==> src/rtl/bsg_link_pkg.sv <==
// Shared definitions for the ODDR link upstream sender.
//   link_state_e  : sender FSM states (RESET -> SYNC -> RUN)
//   credit_width  : width of a credit counter that must hold 2^lg_depth
//   idle_word_lp  : value driven to the PHY when no word is being sent
package bsg_link_pkg;

    typedef enum logic [1:0] {
        RESET = 2'd0,
        SYNC  = 2'd1,
        RUN   = 2'd2
    } link_state_e;

    // One extra bit so the full-buffer count 2^lg_depth is representable.
    function automatic int credit_width(input int lg_depth);
        return lg_depth + 1;
    endfunction

    localparam int idle_word_lp = 0;

endpackage

==> src/rtl/bsg_two_fifo.sv <==
// Two-entry FIFO with valid/ready on the input and valid/yumi on the output.
//   clk_i, reset_i : clock, synchronous active-high clear
//   ready_o        : not full; caller only raises v_i when ready_o is 1
//   v_i, data_i    : enqueue
//   v_o, data_o    : head entry
//   yumi_i         : dequeue the head (only when v_o is 1)
module bsg_two_fifo #(
    parameter int width_p = 8
) (
    input  logic               clk_i,
    input  logic               reset_i,
    output logic               ready_o,
    input  logic [width_p-1:0] data_i,
    input  logic               v_i,
    output logic               v_o,
    output logic [width_p-1:0] data_o,
    input  logic               yumi_i
);

    logic [width_p-1:0] mem_r [2];
    logic               head_r;
    logic               tail_r;
    logic [1:0]         count_r;

    always_ff @(posedge clk_i) begin
        if (reset_i) begin
            head_r  <= 1'b0;
            tail_r  <= 1'b0;
            count_r <= 2'd0;
        end else begin
            if (v_i)    tail_r <= ~tail_r;
            if (yumi_i) head_r <= ~head_r;
            count_r <= count_r + {1'b0, v_i} - {1'b0, yumi_i};
        end
    end

    // Storage needs no reset: the head is only consumed when v_o is 1.
    always_ff @(posedge clk_i) begin
        if (v_i) mem_r[tail_r] <= data_i;
    end

    assign ready_o = (count_r != 2'd2);
    assign v_o     = (count_r != 2'd0);
    assign data_o  = mem_r[head_r];

endmodule

==> src/rtl/bsg_link_oddr_upstream_sender.sv <==
// Upstream sender for the ODDR link PHY. Buffers a valid/ready channel in a
// two-entry FIFO, applies credit flow control against the receiver buffer,
// sends an idle sync preamble after reset, then packs one channel word plus
// a valid flag into each half of the 2*phy_width_p PHY word.
//   clk_i, reset_i : core/PHY clock, synchronous active-high reset
//   v_i, data_i    : channel input; ready_o accepts
//   token_i        : one-cycle credit-return pulse (clk_i domain)
//   phy_ready_i    : PHY samples phy_data_o at posedges where this is 1
//   phy_data_o     : packed PHY word
//   sync_done_o    : high once live traffic is allowed
module bsg_link_oddr_upstream_sender
    import bsg_link_pkg::*;
#(
    parameter int phy_width_p                     = 16,
    parameter int width_p                         = 2*phy_width_p-2,
    parameter int lg_fifo_depth_p                 = 3,
    parameter int lg_credit_to_token_decimation_p = 0,
    parameter int sync_transfers_p                = 4
) (
    input  logic                     clk_i,
    input  logic                     reset_i,
    input  logic                     v_i,
    input  logic [width_p-1:0]       data_i,
    output logic                     ready_o,
    input  logic                     token_i,
    input  logic                     phy_ready_i,
    output logic [2*phy_width_p-1:0] phy_data_o,
    output logic                     sync_done_o
);

    localparam int cw_lp     = credit_width(lg_fifo_depth_p);
    localparam int h_lp      = width_p / 2;
    localparam int pw_lp     = 2 * phy_width_p;
    localparam int sync_w_lp = $clog2(sync_transfers_p + 1);

    localparam logic [cw_lp-1:0]     credit_init_lp = cw_lp'(1 << lg_fifo_depth_p);
    localparam logic [cw_lp-1:0]     token_inc_lp   = cw_lp'(1 << lg_credit_to_token_decimation_p);
    localparam logic [sync_w_lp-1:0] sync_last_lp   = sync_w_lp'(sync_transfers_p - 1);

    link_state_e          state_r, state_n;
    logic [sync_w_lp-1:0] sync_cnt_r;
    logic [cw_lp-1:0]     credit_r, credit_n;

    logic               fifo_ready, fifo_v, fifo_clear, enq, send;
    logic [width_p-1:0] fifo_data;

    // The FIFO is held empty for the whole RESET state, not just while
    // reset_i is high, so nothing stale survives into SYNC.
    assign fifo_clear = reset_i | (state_r == RESET);
    assign enq        = v_i & ready_o;
    assign send       = (state_r == RUN) & phy_ready_i & fifo_v & (credit_r != '0);

    bsg_two_fifo #(.width_p(width_p)) fifo (
        .clk_i   (clk_i),
        .reset_i (fifo_clear),
        .ready_o (fifo_ready),
        .data_i  (data_i),
        .v_i     (enq),
        .v_o     (fifo_v),
        .data_o  (fifo_data),
        .yumi_i  (send)
    );

    // FSM: state register
    always_ff @(posedge clk_i) begin
        if (reset_i) state_r <= RESET;
        else         state_r <= state_n;
    end

    // FSM: next state
    always_comb begin
        state_n = state_r;
        case (state_r)
            RESET:   state_n = SYNC;
            SYNC:    if (phy_ready_i && (sync_cnt_r == sync_last_lp)) state_n = RUN;
            RUN:     state_n = RUN;
            default: state_n = RESET;
        endcase
    end

    // FSM: outputs
    always_comb begin
        ready_o     = 1'b0;
        sync_done_o = 1'b0;
        if (state_r != RESET) ready_o = fifo_ready;
        if (state_r == RUN)   sync_done_o = 1'b1;
    end

    // Counts idle transfers the PHY actually took during SYNC.
    always_ff @(posedge clk_i) begin
        if (reset_i || state_r == RESET)       sync_cnt_r <= '0;
        else if (state_r == SYNC && phy_ready_i) sync_cnt_r <= sync_cnt_r + 1'b1;
    end

    // Send and token in the same cycle both apply; tokens during RESET are
    // dropped because the counter is being reloaded.
    assign credit_n = credit_r - cw_lp'(send) + (token_i ? token_inc_lp : '0);

    always_ff @(posedge clk_i) begin
        if (reset_i || state_r == RESET) begin
            credit_r <= credit_init_lp;
        end else begin
            credit_r <= credit_n;
            assert (int'(credit_r) - int'(send) + (token_i ? int'(token_inc_lp) : 0)
                    <= int'(credit_init_lp))
                else $error("credit counter overflow");
        end
    end

    // Each PHY half carries the send flag on top of half the channel word;
    // the whole word is forced to idle when nothing is sent.
    assign phy_data_o = send ? {1'b1, fifo_data[width_p-1:h_lp], 1'b1, fifo_data[h_lp-1:0]}
                             : pw_lp'(idle_word_lp);

endmodule

==> config.mk <==
export PLATFORM = sky130hd
export DESIGN_NAME = bsg_link_oddr_upstream_sender
export DESIGN_NICKNAME = d
export VERILOG_FILES = /design/src/rtl/bsg_link_pkg.sv /design/src/rtl/bsg_two_fifo.sv /design/src/rtl/bsg_link_oddr_upstream_sender.sv
export SDC_FILE = /design/constraint.sdc
export NUM_CORES = 1
export LEC_CHECK = 0
export BUFFER_PORTS_ARGS = -buffer_cell sky130_fd_sc_hd__buf_2
export CAP_MARGIN = 20
export CELL_PAD_IN_SITES_DETAIL_PLACEMENT = 1
export CELL_PAD_IN_SITES_GLOBAL_PLACEMENT = 2
export CORE_ASPECT_RATIO = 0.7
export CORE_MARGIN = 3
export CORE_UTILIZATION = 36
export CTS_CLUSTER_SIZE = 25
export DETAILED_ROUTE_END_ITERATION = 6
export GPL_ROUTABILITY_DRIVEN = 0
export GPL_TIMING_DRIVEN = 0
export PLACE_DENSITY = 0.83
export SLEW_MARGIN = 0
export SYNTH_ARGS = -nofsm -noshare
export SYNTH_HDL_FRONTEND = slang
export SYNTH_SLANG_ARGS = --single-unit
==> constraint.sdc <==
create_clock -name clk_i -period 3.75 [get_ports clk_i]
set_input_delay 0.375 -clock clk_i [delete_from_list [all_inputs] [get_ports clk_i]]
set_output_delay 0.375 -clock clk_i [all_outputs]
set_load 0.02 [all_outputs]
==> results of run 1 <==
worst reg2reg max path: stages (launching register included):
cell and delay, ps:
dfxtp_1 350, inv_1 70, ha_1 220, o211ai_1 120
a31o_1 140, buf_6 130, buf_6 140, inv_1 100
ha_1 280, inv_1 40, ha_1 200, fa_1 390
xnor2_1 180, nor2_1 50
layout make-up:
| cell class | instances | area [µm²] | area share (%) |
|---|---|---|---|
| plain buffers | 11 | 82.6 | 2.15 |
| well taps | 101 | 126 | 3.29 |
| clock inverters | 7 | 45.0 | 1.17 |
| flip-flops and latches | 74 | 2080 | 54.2 |
| inverters | 12 | 45.0 | 1.17 |
| clock buffers | 9 | 225 | 5.87 |
| repair buffers | 69 | 368 | 9.58 |
| multi-input cells | 116 | 866 | 22.5 |
registers in the layout, indices dropped and copies added (netlist names), named ones only:
register      flops
fifo.head_r       1
fifo.count_r      2
credit_r          4
state_r           2
fifo.mem_r       60
sync_cnt_r        3
fifo.tail_r       1
cell usage in the layout (no fill, tap or decap), types with 2 or more instances in the layout:
master / Yosys / layout
clkbuf_16: 0 / 9
and2_1: 5 / 5
ha_1: 12 / 12
xor2_1: 2 / 2
buf_2: 3 / 71
edfxtp_1: 60 / 60
dfxtp_1: 14 / 14
mux2i_1: 35 / 35
clkinvlp_4: 0 / 3
buf_6: 4 / 4
or3_1: 2 / 2
clkbuf_1: 2 / 2
nand3_1: 2 / 2
clkinv_2: 0 / 2
nand2_1: 4 / 4
buf_4: 2 / 2
inv_1: 12 / 12
a21oi_1: 3 / 3
nor2_1: 38 / 38
cells by family (layout without fill, tap and decap cells):
kind of cell	after synthesis	in the layout	share of synthesized area [%]
xor+xnor	3	3	0.857
simple gates	57	57	8.36
fa+ha+maj	13	13	5.55
buf+inv	23	108	4.16
flops	74	74	67.9
mux	35	35	11.4
compound gates	8	8	1.79
worst paths after layout:
kind	from	endpoint	cells after the start
hold / removal	data_i[27]	fifo.mem_r[1][27]	1
setup reg to reg	state_r[0]	credit_r[2]	13
setup / recovery	state_r[0]	credit_r[2]	13
hold reg to reg	sync_cnt_r[1]	sync_cnt_r[1]	2
layer usage:
layer / global-route usage [%] / share of wire, % / wire length [µm] / up-vias
met3: 5.10 / 6.1 / 365 / 6
met2: 19.5 / 45 / 2690 / 51
met4: 3.79 / 0.74 / 44 / 0
met5: 0 / 0 / 0 / -
met1: 17.9 / 48 / 2830 / 868
li1: - / - / - / 915
metrics by stage:
step                      std cells  area (µm²)  utilization [%]  hold WS [ps]  total power [W]
final                           399        3840             47.6           232          0.00214
after global routing            399        3840             47.6           215          0.00226
after CTS                       399        3840             47.6           223          0.00218
after detailed placement        383        3570             44.2           466          0.00140
after global placement          382        3530             43.8           449          0.00137
after floorplan                 213        3070                -           440          0.00128
power groups by stage:
stage | Sequential, W | Clock (W) | Combinational [W]
after global routing | 0.00105 | 0.000842 | 0.000368
after detailed placement | 0.00106 | 0 | 0.000335
after CTS | 0.00104 | 0.000794 | 0.000336
after global placement | 0.00106 | 0 | 0.000311
final | 0.00104 | 0.000775 | 0.000324
after floorplan | 0.00105 | 0 | 0.000222
==> flow_metrics.py, run 1 <==
metrics = {
    "outcome": {
        "status": "finished, final reports clean",
    },
    "timing": {
        "fin_crit_ps": 2530,
        "fmax_mhz": 396,
        "finalCritPeriodShare_pct": 67.4,
        "worst_slack_ps": 1220,
        "rsz0062_at_grt": "false",
        "worst_slew_pin_slew_ps": 920,
        "slew_violations": 0,
        "finalSetupViolations": 0,
        "skew_ps": 6.09,
        "finalSetupTns_ps": 0,
        "timing_hold_violations_final": 0,
        "max_slew_margin_pct": 38.5,
    },
    "layout": {
        "diodes": 0,
        "fin_nets": 341,
        "n_fill_cell": 850,
        "area_delta_synth_final_pct": 25.2,
        "drive_above_1_share_pct": 31.9,
    },
    "clocking": {
        "clock_path_buffers": 2,
        "clk_pin_slew_ps": 60,
        "clock_sinks": 74,
        "post_cts.repair.setup_buffers": 0,
        "cts_buffers": 9,
        "clock_latency_ps": 330,
        "cts_tree": "built",
        "post_cts_resize_count": 0,
        "cts_hold_buf": 0,
        "htreeDepth": 3,
        "clockRootBuffer": "clkbuf_16",
    },
    "grt": {
        "grt_pass1_wl_mm": 9.69,
        "grt_max_degree": 31,
        "antenna_found_initial": 0,
        "grt_usage_pct": 13.2,
        "grt-ovfl-total": 0,
        "grt_pass1_vias": 1924,
    },
    "routing": {
        "vias_per_cell": 4.61,
        "first_pass_iters": 4,
        "drcViolationCount": 0,
        "drt-total-wl_mm": 5.94,
        "wire_per_inst_um": 14.9,
        "drtIter0Drc": 56,
        "ant_nets": 0,
        "vias": 1840,
    },
    "placed_design": {
        "post-place-ws_ps": 1210,
        "place.port_buffers": 68,
        "detailed_place_hpwl_mm": 4.25,
    },
    "power": {
        "power_frac_clock_pct": 36.2,
        "ir_worst_vdd_mv": 0.301,
        "switchingPower_w": 0.000565,
        "combPwrFrac_pct": 15.1,
        "p_seq_share_pct": 48.7,
        "internal_power_w": 0.00158,
        "power_leakage_nw": 1.52,
        "p_sw_share_pct": 26.4,
        "power_density_nw_per_um2": 558,
    },
    "logic_synthesis": {
        "synth_seq_cells": 74,
        "synth_area_um2": 3070,
        "synth_nets": 261,
        "synth_area_leader_cell": "edfxtp_1",
        "synth_cell_types": 28,
        "synthTopCellsByArea": "edfxtp_1 59%, mux2i_1 11%, dfxtp_1 9.1%",
        "synthCells": 213,
        "synth_seq_area_share_pct": 67.9,
        "syn_avg_cell_area_um2": 14.4,
        "yosys-top-cells-count": "60 x edfxtp_1, 38 x nor2_1, 35 x mux2i_1",
        "synth-edff-count": 60,
        "synth_ff_type": "edfxtp_1",
        "netlist.area_leader.share_pct": 58.7,
        "yosys_warnings": 0,
        "synth.most_common_cell": "edfxtp_1",
        "async_flop_share_pct": 0,
    },
    "floorplanning": {
        "io_pins": 69,
        "core_um2": 8070,
        "num_rows": 27,
        "dieArea_um2": 9680,
        "start_util_pct": 38.0,
        "die_h_um": 83.2,
        "die_width_um": 116,
    },
    "setup_path": {
        "critPathRequiredTime_ps": 3960,
        "endpoint_kind": "flip-flop",
        "worst_path_dominant_cell_family": "adder cells",
        "slowest_delay_ps": 390,
        "crit_buf_inv": 5,
        "reg2reg_slack_ps": 1220,
        "path_class": "flip-flop to flip-flop",
        "cp_slowest_cell": "fa_1",
        "cp.arrival_ps": 2730,
        "path_max_fanout": 10,
        "critPathLaunchType": "flip-flop",
        "path_cells": "inv_1, ha_1, o211ai_1, a31o_1, buf_6, buf_6, inv_1, ha_1, inv_1, ha_1, fa_1, xnor2_1, nor2_1",
    },
    "worst_hold_path": {
        "hold_class": "input port to flip-flop",
    },
    "run": {
        "max_cap_violations": 0,
    },
}
(Power assumes the default switching activity.)
==> run 2, diff against run 1 <==
--- a/config.mk
+++ b/config.mk
@@ -11,12 +11,12 @@
 export CELL_PAD_IN_SITES_GLOBAL_PLACEMENT = 2
 export CORE_ASPECT_RATIO = 0.7
 export CORE_MARGIN = 3
-export CORE_UTILIZATION = 36
+export CORE_UTILIZATION = 33
 export CTS_CLUSTER_SIZE = 25
 export DETAILED_ROUTE_END_ITERATION = 6
 export GPL_ROUTABILITY_DRIVEN = 0
 export GPL_TIMING_DRIVEN = 0
-export PLACE_DENSITY = 0.83
+export PLACE_DENSITY = 0.8
 export SLEW_MARGIN = 0
 export SYNTH_ARGS = -nofsm -noshare
 export SYNTH_HDL_FRONTEND = slang
==> constraint.sdc (replaced) <==
create_clock -name clk_i -period 2.2 [get_ports clk_i]
set_input_delay 0.22 -clock clk_i [delete_from_list [all_inputs] [get_ports clk_i]]
set_output_delay 0.22 -clock clk_i [all_outputs]
set_load 0.02 [all_outputs]
==> flow_metrics.py, run 2 (synthesized netlist as in run 1, its figures left out) <==
metrics = {
    "setup_path": {
        "rr_startpoint": "state_r[0]",
        "reg2reg_slack_ps": 120,
        "critPathRequiredTime_ps": 1980,
        "worst_r2r_path_depth": 11,
        "cp.arrival_ps": 1900,
        "path_max_fanout": 10,
        "critPathLaunchType": "flip-flop",
        "endpoint_kind": "primary output",
        "r2r-end": "credit_r[1]",
        "path_class": "flip-flop to primary output",
    },
    "grt": {
        "grt_pass1_vias": 1954,
        "antenna_found_initial": 0,
        "grt_max_degree": 31,
        "grt_usage_pct": 12.8,
        "grt_pass1_wl_mm": 9.96,
        "grt-ovfl-total": 0,
    },
    "layout": {
        "utilization_pct": 48.0,
        "fin_nets": 343,
        "n_fill_cell": 901,
        "seqCellArea_um2": 2080,
        "largest_register": "fifo.mem_r",
        "area_delta_synth_final_pct": 36.9,
        "layout_commonest_cell": "edfxtp_1",
        "multi_input_area_um2": 1020,
        "reg_top3": "fifo.mem_r x60, credit_r x4, sync_cnt_r x3",
        "largest_register_ffs": 60,
        "diodes": 0,
        "final_cell_mix": "60 x edfxtp_1, 51 x buf_2, 35 x mux2i_1",
        "drive_above_1_share_pct": 43.3,
        "fin_area_um2": 4200,
    },
    "floorplanning": {
        "die_width_um": 121,
        "num_rows": 28,
        "start_util_pct": 35.0,
        "core_um2": 8760,
        "die_h_um": 86.7,
        "dieArea_um2": 10500,
        "io_pins": 69,
    },
    "placed_design": {
        "detailed_place_hpwl_mm": 4.33,
        "dpl-instance-area_um2": 3600,
        "post-place-ws_ps": -201,
        "place.port_buffers": 68,
    },
    "routing": {
        "wire_per_inst_um": 15.3,
        "ant_nets": 0,
        "drcViolationCount": 0,
        "vias": 1899,
        "drtIter0Drc": 64,
        "drt-total-wl_mm": 6.43,
        "vias_per_cell": 4.52,
        "first_pass_iters": 4,
    },
    "timing": {
        "skew_ps": 6.38,
        "timing.hold.ws_ps": 73.4,
        "finalSetupViolations": 0,
        "rsz0062_at_grt": "true",
        "fin_crit_ps": 2120,
        "worst_slack_ps": 79.9,
        "slew_violations": 0,
        "worst_slew_pin_slew_ps": 528,
        "finalCritPeriodShare_pct": 96.4,
        "max_slew_margin_pct": 64.7,
        "finalSetupTns_ps": 0,
        "timing_hold_violations_final": 0,
        "fmax_mhz": 472,
    },
    "clocking": {
        "htreeDepth": 3,
        "cts_tree": "built",
        "clock_sinks": 74,
        "clock_path_buffers": 2,
        "cts_buffers": 9,
        "clockRootBuffer": "clkbuf_16",
        "clock_latency_ps": 330,
        "clk_pin_slew_ps": 60,
    },
    "worst_hold_path": {
        "hold_start": "data_i[11]",
        "hold_class": "input port to flip-flop",
        "min_to": "fifo.mem_r[1][11]",
        "hold-path-cell-count": 1,
    },
    "run": {
        "max_cap_violations": 0,
    },
    "outcome": {
        "status": "finished, final reports clean",
    },
    "power": {
        "ir_worst_vdd_mv": 0.899,
        "power_leakage_nw": 1.58,
        "power_density_nw_per_um2": 1000,
    },
}
-- run 2: timing repair --
item,in CTS,in global routing
gates resized for setup,6,62
setup endpoints to repair,62,52
hold buffers,0,0
pin swaps,1,3
gates cloned,0,1
setup buffers,2,1
-- run 2: per-stage QoR --
| step | power (W) | cells |
|---|---|---|
| 6_report | 0.00422 | 420 |
| 5_1_grt | 0.00444 | 420 |
| 4_1_cts | 0.00422 | 418 |
| 3_5_place_dp | 0.00240 | 401 |
| 3_3_place_gp | 0.00236 | 401 |
| 2_1_floorplan | 0.00220 | 213 |
-- run 2: area by class of cell --
cell class / instances / area share, %
Multi-Input combinational cell: 117 / 24.2
Sequential cell: 74 / 49.6
Inverter: 12 / 1.13
Clock buffer: 9 / 5.36
Tap cell: 120 / 3.57
Clock inverter: 7 / 3.37
Timing Repair Buffer: 71 / 10.7
Buffer: 10 / 2.00
-- run 2: worst max path at each step --
stage               startpoint           endpoint  slack [ps]
floorplan           state_r[0]        credit_r[1]           7
global placement    state_r[1]  fifo.mem_r[1][14]        -520
detailed placement  state_r[1]  fifo.mem_r[0][17]        -200
CTS                 state_r[1]   fifo.mem_r[0][2]         -20
global route        state_r[0]     phy_data_o[11]         -30
finish              state_r[0]     phy_data_o[11]          80
-- run 2: layer usage --
| metal | vias up | routed length, µm | GRT usage, % |
|---|---|---|---|
| li1 | 918 | - | - |
| met1 | 912 | 2980 | 16.4 |
| met2 | 61 | 2900 | 18.9 |
| met3 | 8 | 475 | 6.33 |
| met4 | 0 | 68 | 4.58 |
| met5 | - | 0 | 0 |
-- run 2: critical path: stages, from the launching register on --
cell      delay [ps]
dfxtp_2          330
inv_2             80
ha_4             140
o211ai_1         100
a31o_1           210
buf_6            120
buf_4            160
buf_12           150
nor2_2           140
buf_6            130
-- run 2: power breakdown --
group	total [W]	switching [W]	internal (W)
Sequential	0.00179	0.0000620	0.00173
Clock	0.00177	0.000554	0.00122
Combinational	0.000652	0.000406	0.000246
==> run 3, diff against run 2 <==
--- a/config.mk
+++ b/config.mk
@@ -17,6 +17,7 @@
 export GPL_ROUTABILITY_DRIVEN = 0
 export GPL_TIMING_DRIVEN = 0
 export PLACE_DENSITY = 0.8
+export SETUP_SLACK_MARGIN = 0.4
 export SLEW_MARGIN = 0
 export SYNTH_ARGS = -nofsm -noshare
 export SYNTH_HDL_FRONTEND = slang
==> flow_metrics.py, run 3 (synthesized netlist as in run 1, its figures left out) <==
metrics = {
    "routing": {
        "drcViolationCount": 0,
        "wl_met1_mm": 3.15,
        "wl_met2_mm": 3.41,
        "drt-total-wl_mm": 7.06,
        "highest_layer": "met5",
        "ant_nets": 0,
        "drtIter0Drc": 79,
        "vias_per_cell": 4.61,
        "first_pass_iters": 3,
        "vias": 1996,
        "wl_met3_um": 393,
        "wire_per_inst_um": 16.3,
    },
    "timing": {
        "fin_crit_ps": 2160,
        "worst_slack_ps": 42.5,
        "skew_ps": 5.88,
        "worst_slew_pin_slew_ps": 423,
        "finalSetupViolations": 0,
        "fmax_mhz": 463,
        "timing.hold.ws_ps": 75.9,
        "slew_violations": 0,
        "finalCritPeriodShare_pct": 98.1,
        "rsz0062_at_grt": "true",
        "timing_hold_violations_final": 0,
        "max_slew_margin_pct": 71.8,
    },
    "layout": {
        "multi_input_area_um2": 1130,
        "n_fill_cell": 881,
        "seqCellArea_um2": 2080,
        "reg_top3": "fifo.mem_r x60, credit_r x4, sync_cnt_r x3",
        "layout_commonest_cell": "edfxtp_1",
        "fin_nets": 356,
        "area_delta_synth_final_pct": 47.6,
        "fin_area_um2": 4530,
        "stdcell_count": 433,
        "largest_register": "fifo.mem_r",
        "drive_above_1_share_pct": 47.3,
        "final_cell_mix": "60 x edfxtp_1, 39 x buf_2, 35 x mux2i_1",
        "diodes": 0,
        "largest_register_ffs": 60,
    },
    "floorplanning": {
        "dieArea_um2": 10500,
        "die_h_um": 86.7,
        "start_util_pct": 35.0,
        "die_width_um": 121,
        "num_rows": 28,
        "io_pins": 69,
        "core_um2": 8760,
    },
    "clocking": {
        "clk_pin_slew_ps": 60,
        "cts_hold_buf": 0,
        "clock_path_buffers": 2,
        "clock_latency_ps": 330,
        "cts_buffers": 9,
        "clock_sinks": 74,
        "htreeDepth": 3,
        "clockRootBuffer": "clkbuf_16",
        "cts_tree": "built",
    },
    "setup_path": {
        "path_max_fanout": 3,
        "critPathRequiredTime_ps": 2430,
        "path_class": "flip-flop to flip-flop",
        "cp_slowest_cell": "fa_2",
        "critPathLaunchType": "flip-flop",
        "path_cells": "inv_2, ha_4, o211ai_1, a31o_1, buf_6, buf_8, inv_8, ha_4, inv_4, ha_4, fa_2, and2_1",
        "endpoint_kind": "flip-flop",
        "critical_path.most_common_cell": "ha_4",
        "cp.arrival_ps": 2390,
        "slowest_delay_ps": 420,
    },
    "placed_design": {
        "dpl-instance-area_um2": 3610,
        "detailed_place_hpwl_mm": 4.41,
        "post-place-ws_ps": -183,
        "dp_cells": 401,
        "place.port_buffers": 68,
    },
    "grt": {
        "grt_pass1_wl_mm": 10.9,
        "antenna_found_initial": 1,
        "grt_usage_pct": 14.1,
        "grt-ovfl-total": 0,
        "grt_pass1_vias": 2113,
        "grt_max_degree": 16,
    },
    "run": {
        "max_cap_violations": 0,
    },
    "power": {
        "power_density_nw_per_um2": 977,
        "power_leakage_nw": 1.68,
        "ir_worst_vdd_mv": 0.434,
    },
    "worst_hold_path": {
        "hold_class": "input port to flip-flop",
    },
    "outcome": {
        "status": "finished, final reports clean",
    },
}
run 3: per-stage QoR:
step | util (%) | power [W] | setup TNS [ps]
finish | 51.7 | 0.00442 | 0
global route | 51.7 | 0.00463 | -69.9
CTS | 50.6 | 0.00441 | 0
detailed placement | 41.2 | 0.00241 | -5600
global placement | 41.2 | 0.00238 | -4360
floorplan | - | 0.00221 | 0
run 3: where the power goes:
part           switching (W)  internal, W
Sequential         0.0000671      0.00173
Combinational       0.000485     0.000397
Clock               0.000531      0.00122
Total                0.00108      0.00334
run 3: metal layers:
| layer | vias up | track usage (%) |
|---|---|---|
| met2 | 52 | 23.0 |
| met5 | - | 0 |
| li1 | 950 | - |
| met3 | 11 | 5.41 |
| met4 | 2 | 4.88 |
| met1 | 981 | 17.3 |
run 3: worst paths after layout:
| kind | end | cells past startpoint | slack [ps] | startpoint |
|---|---|---|---|---|
| min reg2reg | sync_cnt_r[1] | 2 | 470 | sync_cnt_r[1] |
| max | credit_r[1] | 12 | 40 | state_r[0] |
| min | fifo.mem_r[1][15] | 1 | 80 | data_i[15] |
| max reg2reg | credit_r[1] | 12 | 40 | state_r[0] |
run 3: worst max-delay path, delay by kind of cell (launching register included):
kind / cells / cell delay [ps]
adders and majority gates: 4 / 880
AOI/OAI and AO/OA: 2 / 300
DFF: 1 / 330
and+or+nand+nor: 1 / 140
buffers and inverters: 5 / 420
run 3: area by class of cell:
cell class	instances	share of cell area [%]
tap	120	3.32
multi-input combinational	119	25.0
sequential	74	46.0
clock buffer	10	5.06
inverter	12	1.27
clock inverter	6	2.85
buffer	11	2.29
timing repair buffer	81	14.2
run 3: what timing repair did:
item,CTS,global route
pin swaps,8,2
setup endpoints to repair,98,98
buffers inserted,10,2
gates resized for setup,95,15
cloned,3,1
